===== src/rtl/fpga2cpu_pcie_if.sv =====
`timescale 1ns/1ps
`default_nettype none
// ============================================================================
// Module   : fpga2cpu_pcie_if
// Brief    : Bundles the FPGA-to-CPU PCIe producer's flit input, ring indices,
//            write-data-mover descriptor channel, endpoint buffer write port
//            and statistics.
//            master = producer block, slave = its environment.
// Revision : 1.0 - initial release
// ============================================================================
interface fpga2cpu_pcie_if #(
  parameter int F2C_RB_AWIDTH = 9,
  parameter int MAX_FLITS     = 32
);
  localparam int EP_AW = $clog2(MAX_FLITS);

  // Packet flit stream
  logic [511:0]             in_data;
  logic                     in_valid;
  logic                     in_sop;
  logic                     in_eop;
  logic                     in_ready;

  // Ring indices and host addresses
  logic [F2C_RB_AWIDTH-1:0] head;
  logic [F2C_RB_AWIDTH-1:0] tail;
  logic [63:0]              kmem_addr;
  logic [63:0]              cpu_f2c_tail_addr;

  // Write data mover descriptor channel
  logic                     wrdm_desc_ready;
  logic                     wrdm_desc_valid;
  logic [173:0]             wrdm_desc_data;

  // Endpoint buffer write port
  logic                     ep_write;
  logic [EP_AW-1:0]         ep_address;
  logic [511:0]             ep_writedata;

  // Statistics
  logic [31:0]              pkt_cnt;
  logic [31:0]              drop_cnt;

  modport master (
    input  in_data, in_valid, in_sop, in_eop,
    input  head, kmem_addr, cpu_f2c_tail_addr,
    input  wrdm_desc_ready,
    output in_ready, tail,
    output wrdm_desc_valid, wrdm_desc_data,
    output ep_write, ep_address, ep_writedata,
    output pkt_cnt, drop_cnt
  );

  modport slave (
    output in_data, in_valid, in_sop, in_eop,
    output head, kmem_addr, cpu_f2c_tail_addr,
    output wrdm_desc_ready,
    input  in_ready, tail,
    input  wrdm_desc_valid, wrdm_desc_data,
    input  ep_write, ep_address, ep_writedata,
    input  pkt_cnt, drop_cnt
  );
endinterface
`default_nettype wire


===== src/rtl/fpga2cpu_pcie.sv =====
`timescale 1ns/1ps
`default_nettype none
// ============================================================================
// Module   : fpga2cpu_pcie
// Brief    : Buffers one packet of 512-bit flits in an endpoint buffer, copies
//            it into the host F2C ring with one or two write-data-mover
//            descriptors (two when it wraps), then publishes the new tail with
//            an immediate descriptor.
// Revision : 1.0 - initial release
// ============================================================================
module fpga2cpu_pcie #(
  parameter int          F2C_RB_AWIDTH = 9,
  parameter int          MAX_FLITS     = 32,
  parameter logic [31:0] EP_BASE_ADDR  = 32'h0004_8000,
  parameter logic [7:0]  DESC_ID       = 8'h01,
  parameter logic [7:0]  DONE_ID       = 8'hFE
) (
  input  logic            clk,
  input  logic            rst,
  fpga2cpu_pcie_if.master bus
);

  localparam int F2C_RB_DEPTH = 2**F2C_RB_AWIDTH;
  localparam int EP_AW        = $clog2(MAX_FLITS);
  // Flit counter width: must be able to hold MAX_FLITS itself
  localparam int CW           = $clog2(MAX_FLITS + 1);
  // Width for ring sums / lengths (tail + n may reach 2*DEPTH-1)
  localparam int SW           = ((F2C_RB_AWIDTH > CW) ? F2C_RB_AWIDTH : CW) + 1;

  localparam logic [SW-1:0] c_DEPTH   = SW'(F2C_RB_DEPTH);
  localparam logic [CW-1:0] c_MAX_CNT = CW'(MAX_FLITS);

  typedef enum logic [2:0] {
    S_IDLE      = 3'd0,
    S_FILL      = 3'd1,
    S_CHECK     = 3'd2,
    S_DESC      = 3'd3,
    S_DESC_LOW  = 3'd4,
    S_DESC_HIGH = 3'd5,
    S_DONE      = 3'd6
  } state_t;

  state_t                   r_state;
  state_t                   w_state_next;

  logic [CW-1:0]            r_flit_cnt;
  logic [CW-1:0]            r_n;
  logic                     r_trunc;
  logic [F2C_RB_AWIDTH-1:0] r_tail;
  logic [F2C_RB_AWIDTH-1:0] r_new_tail;
  logic [SW-1:0]            r_len_low;
  logic [SW-1:0]            r_len_high;
  logic                     r_in_ready;
  logic                     r_desc_valid;
  logic [173:0]             r_desc_data;
  logic                     r_ep_write;
  logic [EP_AW-1:0]         r_ep_address;
  logic [511:0]             r_ep_writedata;
  logic [31:0]              r_pkt_cnt;
  logic [31:0]              r_drop_cnt;

  logic                     w_accept;
  logic                     w_consume;
  logic [F2C_RB_AWIDTH-1:0] w_free;
  logic                     w_fits;
  logic [SW-1:0]            w_sum;
  logic                     w_split;
  logic [SW-1:0]            w_len_low;
  logic [CW-1:0]            w_n_eop;
  logic [63:0]              w_dst_tail;
  logic [173:0]             w_desc_next;
  logic                     w_desc_active_next;

  // Descriptor layout, MSB first: one zero pad bit (fills the 174-bit bus),
  // function, ID, application, single, immediate, dwords, dst, src.
  function automatic logic [173:0] f_desc(
    input logic [7:0]  id,
    input logic        single,
    input logic        imm,
    input logic [17:0] dwords,
    input logic [63:0] dst,
    input logic [63:0] src
  );
    return {1'b0, 14'h0, id, 3'b000, single, imm, dwords, dst, src};
  endfunction

  // One 64-byte flit is 16 dwords
  function automatic logic [17:0] f_dwords(input logic [SW-1:0] flits);
    return 18'({flits, 4'b0000});
  endfunction

  // Avalon source address of a flit offset within the endpoint buffer
  function automatic logic [63:0] f_ep_src(input logic [SW-1:0] off);
    return {32'h0, EP_BASE_ADDR + 32'({off, 6'b000000})};
  endfunction

  assign w_accept   = bus.in_valid & r_in_ready;
  assign w_consume  = r_desc_valid & bus.wrdm_desc_ready;

  // Free slots keep one entry empty so head == tail always means "empty"
  assign w_free     = bus.head - r_tail - 1'b1;
  assign w_fits     = SW'(r_n) <= SW'(w_free);
  assign w_sum      = SW'(r_tail) + SW'(r_n);
  // Landing exactly on the ring end is not a split; only overruns are
  assign w_split    = w_sum > c_DEPTH;
  assign w_len_low  = c_DEPTH - SW'(r_tail);
  assign w_n_eop    = (r_flit_cnt == c_MAX_CNT) ? c_MAX_CNT : r_flit_cnt + CW'(1);
  assign w_dst_tail = bus.kmem_addr + 64'({r_tail, 6'b000000});

  // Next-state and next-descriptor selection
  always_comb begin
    w_state_next = r_state;
    w_desc_next  = r_desc_data;
    unique case (r_state)
      S_IDLE: begin
        if (w_accept && bus.in_sop) begin
          w_state_next = bus.in_eop ? S_CHECK : S_FILL;
        end
      end
      S_FILL: begin
        if (w_accept && bus.in_eop) begin
          w_state_next = S_CHECK;
        end
      end
      S_CHECK: begin
        if (w_fits) begin
          if (w_split) begin
            w_state_next = S_DESC_LOW;
            w_desc_next  = f_desc(DESC_ID, 1'b0, 1'b0, f_dwords(w_len_low),
                                  w_dst_tail, f_ep_src('0));
          end else begin
            w_state_next = S_DESC;
            w_desc_next  = f_desc(DESC_ID, 1'b0, 1'b0, f_dwords(SW'(r_n)),
                                  w_dst_tail, f_ep_src('0));
          end
        end
      end
      S_DESC, S_DESC_HIGH: begin
        if (w_consume) begin
          w_state_next = S_DONE;
          w_desc_next  = f_desc(DONE_ID, 1'b1, 1'b1, 18'd1,
                                bus.cpu_f2c_tail_addr, 64'(r_new_tail));
        end
      end
      S_DESC_LOW: begin
        if (w_consume) begin
          w_state_next = S_DESC_HIGH;
          w_desc_next  = f_desc(DESC_ID, 1'b0, 1'b0, f_dwords(r_len_high),
                                bus.kmem_addr, f_ep_src(r_len_low));
        end
      end
      S_DONE: begin
        if (w_consume) begin
          w_state_next = S_IDLE;
          w_desc_next  = '0;
        end
      end
      default: begin
        w_state_next = S_IDLE;
        w_desc_next  = '0;
      end
    endcase
  end

  assign w_desc_active_next = (w_state_next == S_DESC)      ||
                              (w_state_next == S_DESC_LOW)  ||
                              (w_state_next == S_DESC_HIGH) ||
                              (w_state_next == S_DONE);

  // State register
  always_ff @(posedge clk) begin
    if (rst) begin
      r_state <= S_IDLE;
    end else begin
      r_state <= w_state_next;
    end
  end

  // Handshake outputs follow the next state so they line up with it
  always_ff @(posedge clk) begin
    if (rst) begin
      r_in_ready   <= 1'b0;
      r_desc_valid <= 1'b0;
      r_desc_data  <= '0;
    end else begin
      r_in_ready   <= (w_state_next == S_IDLE) || (w_state_next == S_FILL);
      r_desc_valid <= w_desc_active_next;
      r_desc_data  <= w_desc_next;
    end
  end

  // Flit capture into the endpoint buffer, with truncation beyond MAX_FLITS
  always_ff @(posedge clk) begin
    if (rst) begin
      r_ep_write     <= 1'b0;
      r_ep_address   <= '0;
      r_ep_writedata <= '0;
      r_flit_cnt     <= '0;
      r_n            <= '0;
      r_trunc        <= 1'b0;
    end else begin
      r_ep_write <= 1'b0;
      if (w_accept && (r_state == S_IDLE) && bus.in_sop) begin
        r_ep_write     <= 1'b1;
        r_ep_address   <= '0;
        r_ep_writedata <= bus.in_data;
        r_flit_cnt     <= CW'(1);
        r_trunc        <= 1'b0;
        if (bus.in_eop) begin
          r_n <= CW'(1);
        end
      end else if (w_accept && (r_state == S_FILL)) begin
        if (r_flit_cnt < c_MAX_CNT) begin
          r_ep_write     <= 1'b1;
          r_ep_address   <= EP_AW'(r_flit_cnt);
          r_ep_writedata <= bus.in_data;
          r_flit_cnt     <= r_flit_cnt + CW'(1);
        end else begin
          r_trunc <= 1'b1;
        end
        if (bus.in_eop) begin
          r_n <= w_n_eop;
        end
      end
    end
  end

  // Ring placement is latched when the packet is admitted
  always_ff @(posedge clk) begin
    if (rst) begin
      r_new_tail <= '0;
      r_len_low  <= '0;
      r_len_high <= '0;
    end else if ((r_state == S_CHECK) && w_fits) begin
      r_new_tail <= w_sum[F2C_RB_AWIDTH-1:0];
      r_len_low  <= w_len_low;
      r_len_high <= SW'(r_n) - w_len_low;
    end
  end

  // Publish tail and statistics when the done descriptor is taken
  always_ff @(posedge clk) begin
    if (rst) begin
      r_tail     <= '0;
      r_pkt_cnt  <= '0;
      r_drop_cnt <= '0;
    end else if ((r_state == S_DONE) && w_consume) begin
      r_tail    <= r_new_tail;
      r_pkt_cnt <= r_pkt_cnt + 32'd1;
      if (r_trunc) begin
        r_drop_cnt <= r_drop_cnt + 32'd1;
      end
    end
  end

  assign bus.in_ready        = r_in_ready;
  assign bus.tail            = r_tail;
  assign bus.wrdm_desc_valid = r_desc_valid;
  assign bus.wrdm_desc_data  = r_desc_data;
  assign bus.ep_write        = r_ep_write;
  assign bus.ep_address      = r_ep_address;
  assign bus.ep_writedata    = r_ep_writedata;
  assign bus.pkt_cnt         = r_pkt_cnt;
  assign bus.drop_cnt        = r_drop_cnt;

endmodule
`default_nettype wire


===== src/flat_wrapper.sv =====
// flat-port wrapper written by rule: the top's interface ports become plain ports
module fpga2cpu_pcie_flat 
#(
  parameter int          F2C_RB_AWIDTH = 9,
  parameter int          MAX_FLITS     = 32,
  parameter logic [31:0] EP_BASE_ADDR  = 32'h0004_8000,
  parameter logic [7:0]  DESC_ID       = 8'h01,
  parameter logic [7:0]  DONE_ID       = 8'hFE
)
  (clk, rst, bus_in_data, bus_in_valid, bus_in_sop, bus_in_eop, bus_head, bus_kmem_addr, bus_cpu_f2c_tail_addr, bus_wrdm_desc_ready, bus_in_ready, bus_tail, bus_wrdm_desc_valid, bus_wrdm_desc_data, bus_ep_write, bus_ep_address, bus_ep_writedata, bus_pkt_cnt, bus_drop_cnt);
  fpga2cpu_pcie_if #(.F2C_RB_AWIDTH(F2C_RB_AWIDTH), .MAX_FLITS(MAX_FLITS)) bus_i ();
  input  logic clk;
  input  logic rst;
  input wire logic [$bits(bus_i.in_data)-1:0] bus_in_data;
  input wire logic [$bits(bus_i.in_valid)-1:0] bus_in_valid;
  input wire logic [$bits(bus_i.in_sop)-1:0] bus_in_sop;
  input wire logic [$bits(bus_i.in_eop)-1:0] bus_in_eop;
  input wire logic [$bits(bus_i.head)-1:0] bus_head;
  input wire logic [$bits(bus_i.kmem_addr)-1:0] bus_kmem_addr;
  input wire logic [$bits(bus_i.cpu_f2c_tail_addr)-1:0] bus_cpu_f2c_tail_addr;
  input wire logic [$bits(bus_i.wrdm_desc_ready)-1:0] bus_wrdm_desc_ready;
  output wire logic [$bits(bus_i.in_ready)-1:0] bus_in_ready;
  output wire logic [$bits(bus_i.tail)-1:0] bus_tail;
  output wire logic [$bits(bus_i.wrdm_desc_valid)-1:0] bus_wrdm_desc_valid;
  output wire logic [$bits(bus_i.wrdm_desc_data)-1:0] bus_wrdm_desc_data;
  output wire logic [$bits(bus_i.ep_write)-1:0] bus_ep_write;
  output wire logic [$bits(bus_i.ep_address)-1:0] bus_ep_address;
  output wire logic [$bits(bus_i.ep_writedata)-1:0] bus_ep_writedata;
  output wire logic [$bits(bus_i.pkt_cnt)-1:0] bus_pkt_cnt;
  output wire logic [$bits(bus_i.drop_cnt)-1:0] bus_drop_cnt;
  assign bus_i.in_data = bus_in_data;
  assign bus_i.in_valid = bus_in_valid;
  assign bus_i.in_sop = bus_in_sop;
  assign bus_i.in_eop = bus_in_eop;
  assign bus_i.head = bus_head;
  assign bus_i.kmem_addr = bus_kmem_addr;
  assign bus_i.cpu_f2c_tail_addr = bus_cpu_f2c_tail_addr;
  assign bus_i.wrdm_desc_ready = bus_wrdm_desc_ready;
  assign bus_in_ready = bus_i.in_ready;
  assign bus_tail = bus_i.tail;
  assign bus_wrdm_desc_valid = bus_i.wrdm_desc_valid;
  assign bus_wrdm_desc_data = bus_i.wrdm_desc_data;
  assign bus_ep_write = bus_i.ep_write;
  assign bus_ep_address = bus_i.ep_address;
  assign bus_ep_writedata = bus_i.ep_writedata;
  assign bus_pkt_cnt = bus_i.pkt_cnt;
  assign bus_drop_cnt = bus_i.drop_cnt;
  fpga2cpu_pcie #(.F2C_RB_AWIDTH(F2C_RB_AWIDTH), .MAX_FLITS(MAX_FLITS), .EP_BASE_ADDR(EP_BASE_ADDR), .DESC_ID(DESC_ID), .DONE_ID(DONE_ID)) u_core (.clk(clk), .rst(rst), .bus(bus_i));
endmodule

===== config.mk =====
export PLATFORM = sky130hd
export DESIGN_NAME = fpga2cpu_pcie_flat
export DESIGN_NICKNAME = d
export VERILOG_FILES = /design/src/rtl/fpga2cpu_pcie_if.sv /design/src/rtl/fpga2cpu_pcie.sv /design/src/flat_wrapper.sv
export SDC_FILE = /design/constraint.sdc
export NUM_CORES = 2
export LEC_CHECK = 0
export CAP_MARGIN = 30
export CORE_AREA = 4 4 550 552
export CTS_BUF_LIST = sky130_fd_sc_hd__clkbuf_4 sky130_fd_sc_hd__clkbuf_8 sky130_fd_sc_hd__clkbuf_16
export CTS_CLUSTER_SIZE = 16
export DETAILED_ROUTE_END_ITERATION = 8
export DIE_AREA = 0 0 554 556
export GPL_TIMING_DRIVEN = 0
export PLACE_DENSITY_LB_ADDON = 0.15
export SETUP_SLACK_MARGIN = 0.15
export SYNTH_ARGS = -nofsm -noshare
export SYNTH_HDL_FRONTEND = slang
export SYNTH_SLANG_ARGS = --single-unit

===== constraint.sdc =====
create_clock -name clk -period 6.5 [get_ports clk]
set_clock_uncertainty 0.15 [all_clocks]
set_input_delay 1.3 -clock clk [delete_from_list [all_inputs] [get_ports clk]]
set_output_delay 1.3 -clock clk [all_outputs]
set_load 0.01 [all_outputs]

Word-level counts from Yosys, hierarchy flattened

Index checks and enable logic that the tools add are counted.

$add $sub $neg: 10
$lt $le $gt $ge: 3
Eq/ne operators: 18
Mux-type cells: 29
Bitwise logic cells: 4
Reduce and logical (&&, ||, !) cells: 24

Operators with widths:

| cell                                                                    | count |
|---|---|
| 512-bit two-way mux                                                     | 3 |
| 174-bit case mux with 5 select lines                                    | 1 |
| 174-bit two-way mux                                                     | 4 |
| 142-bit two-way mux                                                     | 1 |
| 32-bit by 1-bit adder with 32-bit output, second input constant         | 2 |
| 64-bit by 15-bit adder with 64-bit output                               | 1 |
| 6-bit two-way mux                                                       | 5 |
| 3-bit two-way mux                                                       | 7 |
| 19-bit by 16-bit adder with 20-bit output, first input constant         | 1 |
| 3-bit == test, second input constant                                    | 6 |
| 3-bit case mux with 6 select lines                                      | 1 |
| 9-bit by 6-bit adder with 10-bit output                                 | 1 |
| 10-bit greater-than comparator, second input constant                   | 1 |
| 10-bit by 9-bit subtractor with 10-bit output, first input constant     | 1 |
| 6-bit by 10-bit subtractor with 10-bit output                           | 1 |
| 3-bit by 2-bit == test with 1-bit output, second input constant         | 3 |
| 6-bit by 9-bit <= comparator with 1-bit output                          | 1 |
| 9-bit by 1-bit subtractor with 9-bit output, second input constant      | 1 |
| 9-bit subtractor                                                        | 1 |
| 2-bit by 1-bit inequality test with 1-bit output, second input constant | 4 |
| 2-bit AND reduction                                                     | 4 |
| 1-bit logical AND                                                       | 7 |
| 6-bit by 1-bit adder with 6-bit output, second input constant           | 1 |
| 3-bit by 1-bit == test with 1-bit output, second input constant         | 2 |
| other kinds (13)                                                        | 28 |

Register bits: 812
Bits of input ports: 655
Output and inout bits: 767
Logic and storage cells: 105

Depth between registers and ports, before layout

Word-level depth: 9
Depth in mapped cells: 19

Least setup slack after synthesis

No wires, ideal clock.

Path type: input-to-reg
Start: in bus_head[0]
End: reg u_core.r_desc_data[133], in the netlist u_core.bus.wrdm_desc_data[133]
Setup time: 0.133 ns
Data arrival time: 3.967 ns
Setup slack: 2.250 ns
Stages: 17
Buffers on the path: 2
Cells stage by stage: ha_1 inv_1 fa_1 nand2b_1 nand2b_1 a21oi_1 xor2_1 ha_1 a211oi_1 o211ai_1 o211a_1 and4_4 o21ai_2 buf_6 buf_6 mux2i_1 o22ai_1

Longest elaborated chain between the ends: 5

RTL lines:

| item                                                              | RTL line             | text |
|---|---|---|
| from (decl)                                                       | flat_wrapper.sv:18   | `input wire logic [$bits(bus_i.head)-1:0] bus_head;` |
| 9-bit subtractor                                                  | fpga2cpu_pcie.sv:101 | `assign w_free = bus.head - r_tail - 1'b1;` |
| 9-bit by 1-bit subtractor with 9-bit output                       | fpga2cpu_pcie.sv:101 |  |
| 6-bit by 9-bit <= comparator with 1-bit output                    | fpga2cpu_pcie.sv:102 | `assign w_fits = SW'(r_n) <= SW'(w_free);` |
| 2-bit by 1-bit inequality test with 1-bit output (no source line) | n/a                  |  |
| 5-bit AND reduction (no source line)                              | n/a                  |  |
| to (signal assigned)                                              | fpga2cpu_pcie.sv:188 | `r_desc_data <= w_desc_next;` |
| to (decl)                                                         | fpga2cpu_pcie.sv:55  | `logic [173:0] r_desc_data;` |

Every way passes these cells.
A chain may end at the register's enable or synchronous reset.

Worst setup path in the final report

Start: in bus_head[0]
End: reg u_core.r_desc_data[125], in the netlist u_core.bus.wrdm_desc_data[125]

The elaborated chain is that of the path after synthesis.

==> run summary <==
Drt pass-1 iters - 6
Bufs on Longest Clock Path - 4
Max Cap Viol - 0
Sw frac - 28.20%
CTS H-tree lvls - 3
Post-synthesis sequential area ratio - 48.01%
Clk pin slew, worst setup/hold paths - 0.06 ns
CP Cell Sequence - clkdlybuf4s50_1 -> ha_1 -> inv_1 -> fa_1 -> nand2b_1 -> nand2b_1 -> a21oi_1 -> xor2_1 -> ha_1 -> a211oi_1 -> o211ai_1 -> o211a_1 -> nand4_1 -> a21oi_2 -> nor3_2 -> buf_2 -> a22o_1
Final WS setup - 1.388 ns
Post-layout util - 18.00%
PostCTS Resize Cnt - 0
Post-synth top area cell - dfxtp_1
Final Hold Fails - 0
Final WL - 257.1 mm
Inserted Clock Buffers - 109
Register bit count reported by yosys - 730
Clock root buffer - clkbuf_16
Synth warn - 0
DIE WIDTH - 554 um
Layout cells sized above 1 - 7.135%
Slowest Stage Delay on Critical Path - 0.80 ns
Layout area overhead - 75.49%
Synth top area cells - dfxtp_1 48%, nand2_1 15%, a21oi_1 11%, clkbuf_1 2.8%, buf_4 2.3%
Comb pwr share - 15.1%
Vias in the first global route - 33760
Number of synthesized flops with an enable pin - 0
Initial DRC count - 2365
Port Buf Inserts - 1348
Drc violations - 0
Max Fclk - 195.6 MHz
Part of the power in registers - 36.8%
Synth top area share - 48.01%
Net switching power - 3641 uW
Startpoint types - input port
Worst slack at placement - 0.6446 ns
Min Tclk post-route - 5.112 ns
Final ANT Viol Nets - 0
Synth Flop Type - dfxtp_1
Int Pwr - 9270 uW
Post-CTS setup buffer count - 0
Fin Setup TNS - 0 ns
CP max-delay cell - nor3_2
Fin crit share - 78.64%
CTS tree - yes
GPL Wtd Cong - 0.9086
Nets - 6129
Setup Viol. Count Final - 0
Routed WL per cell - 27.13 um
Ys async rst share - 0%
Die H - 556 um
CP endpoint kind - register
Total congestion overflow - 0
Placed Cells - 9255
Min-delay worst type - reg -> reg
Fillers - 33550
All-Layer GR Usage - 15.90%
Clock Sinks - 730
Global-route wire length before repair - 333.5 mm
Clock share of power - 48.1%
Crit Path Class - in -> reg
Vias - 34620
Power Density - 241.7 nW/um^2
Starting Density - 10.26%
Status - finished clean
Peak supply drop - 0.2102 mV
Leak pwr - 0.01776 uW
Core Area - 296800 um^2
CP arrival - 5.67 ns
RSZ-0062 raised after global routing - false
Max Slew Vio Count - 0
Largest net degree at the start of global routing - 17
Syn_area_per_cell - 7.869 um^2
Via density - 3.654
Max transition margin - 32.06%
CP Data Required Time - 7.06 ns
WP buf/inv - 3
Yosys cell types - 88
Clock latency on the worst-skew pair - 0.77 ns
DP HPWL - 217.3 mm
CP top delay family - simple AND/OR/NAND/NOR gates
Mapped Cells - 3868
Number of core rows - 200
Cell area after synthesis - 30440 um^2
Slew @ Worst Pin - 1.019 ns
Hold_ws - 0.3013 ns
Die area - 308000 um^2
Cts hold-fix bufs - 0
I/O pin count - 1422
Initial antenna violation count - 131
Non-filler cells, final - 9475
Crit-path max FO - 10
layout by cell type (no fill, tap or decap), types with 40 or more instances in the layout:
cell / n
nand2_1: 1214
dfxtp_1: 730
xnor2_1: 56
xor2_1: 53
clkdlybuf4s50_1: 1348
nor3_1: 45
inv_1: 48
a21oi_1: 642
nor2_1: 168
clkbuf_1: 222
o21ai_0: 77
clkbuf_16: 109
buf_4: 95
conb_1: 71
ha_1: 40
nand3_1: 64
cell type report:
type,count,area (um^2),share of cell area (%)
Multi-Input combinational cell,2816,14220,26.62
Antenna cell,28,70.07,0.1312
Inverter,48,180.2,0.3373
Sequential cell,730,14610,27.36
Clock buffer,155,3223,6.034
Timing Repair Buffer,1381,14050,26.30
Buffer,344,1699,3.181
Tap cell,3939,4928,9.226
Clock inverter,34,432.9,0.8104
power groups by stage:
stage	combinational [uW]	clock, uW	sequential (uW)
6_report	1950	6210	4750
2_1_floorplan	575	0	4900
4_1_cts	2000	6470	4750
5_1_grt	2100	6600	4770
3_5_place_dp	1980	0	4850
3_3_place_gp	1950	0	4840
stage by stage:
step           instance area, um^2  power (uW)
6_report                     53420       12910
5_1_grt                      53380       13470
3_3_place_gp                 49120        6795
2_1_floorplan                30700        5470
3_5_place_dp                 49650        6830
4_1_cts                      53310       13210
path summary, 6_finish.rpt:
path | depth (start not counted) | startpoint | end | slack (ns)
min | 2 | u_core.bus.ep_writedata[359] | u_core.bus.ep_writedata[359] | 0.30
max reg2reg | 17 | u_core.bus.tail[0] | u_core.bus.wrdm_desc_data[125] | 1.54
min reg2reg | 2 | u_core.bus.ep_writedata[359] | u_core.bus.ep_writedata[359] | 0.30
max | 17 | bus_head[0] | u_core.bus.wrdm_desc_data[125] | 1.39
cell usage after synthesis, types with 5 or more instances:
| cell | n |
|---|---|
| o22ai_1 | 15 |
| a31oi_1 | 9 |
| nand3b_1 | 6 |
| buf_4 | 93 |
| xor2_1 | 53 |
| nand3_1 | 64 |
| and3_1 | 22 |
| a21o_1 | 12 |
| o21ai_0 | 77 |
| nor2b_1 | 10 |
| nor2_1 | 168 |
| o2bb2ai_1 | 11 |
| a22o_1 | 10 |
| nand2_1 | 1214 |
| o31ai_1 | 6 |
| o21a_1 | 7 |
| or3_1 | 22 |
| mux2i_1 | 32 |
| mux2_2 | 7 |
| o311ai_0 | 5 |
| a221oi_1 | 10 |
| a21oi_1 | 642 |
| nand2b_1 | 14 |
| xnor2_1 | 56 |
| a21boi_0 | 7 |
| or4_1 | 6 |
| and2_1 | 6 |
| nand4_1 | 30 |
| inv_1 | 48 |
| buf_2 | 14 |
| nor4_1 | 8 |
| o21ai_1 | 5 |
| clkbuf_1 | 231 |
| ha_1 | 40 |
| nor3_1 | 45 |
| a211oi_1 | 22 |
| nor3_2 | 6 |
| dfxtp_1 | 730 |
| and4_1 | 12 |
logic make-up after synthesis:
family / share of synthesized area (%)
simple gates: 22.93
compound gates: 16.56
flops: 48.01
buf+inv: 6.137
xor+xnor: 3.136
fa+ha+maj: 1.907
mux: 1.311
other cells: 0.01232
worst register-to-register path: stages (launching register included):
cell	delay [ns]
dfxtp_1	0.74
inv_1	0.18
ha_1	0.28
inv_1	0.08
fa_1	0.19
nand2b_1	0.14
nand2b_1	0.06
a21oi_1	0.16
xor2_1	0.20
ha_1	0.29
a211oi_1	0.25
o211ai_1	0.14
o211a_1	0.18
nand4_1	0.26
a21oi_2	0.13
nor3_2	0.80
buf_2	0.49
a22o_1	0.19
sequential cells by signal (all words and copies together) (netlist names), 3 cells and up:
name	count
u_core.r_new_tail	8
u_core.bus.tail	9
u_core.r_flit_cnt	6
u_core.bus.ep_writedata	512
u_core.bus.drop_cnt	32
u_core.r_len_high	10
u_core.r_n	6
u_core.bus.wrdm_desc_data	93
u_core.bus.ep_address	5
u_core.bus.pkt_cnt	32
u_core.r_len_low	10
u_core.r_state	3
routing by layer:
layer	track usage (%)	routed length (um)
met1	19.73	108700
met2	26.31	118200
met3	5.420	22740
met4	3.885	7148
met5	0	379
(Power assumes the default switching activity.)
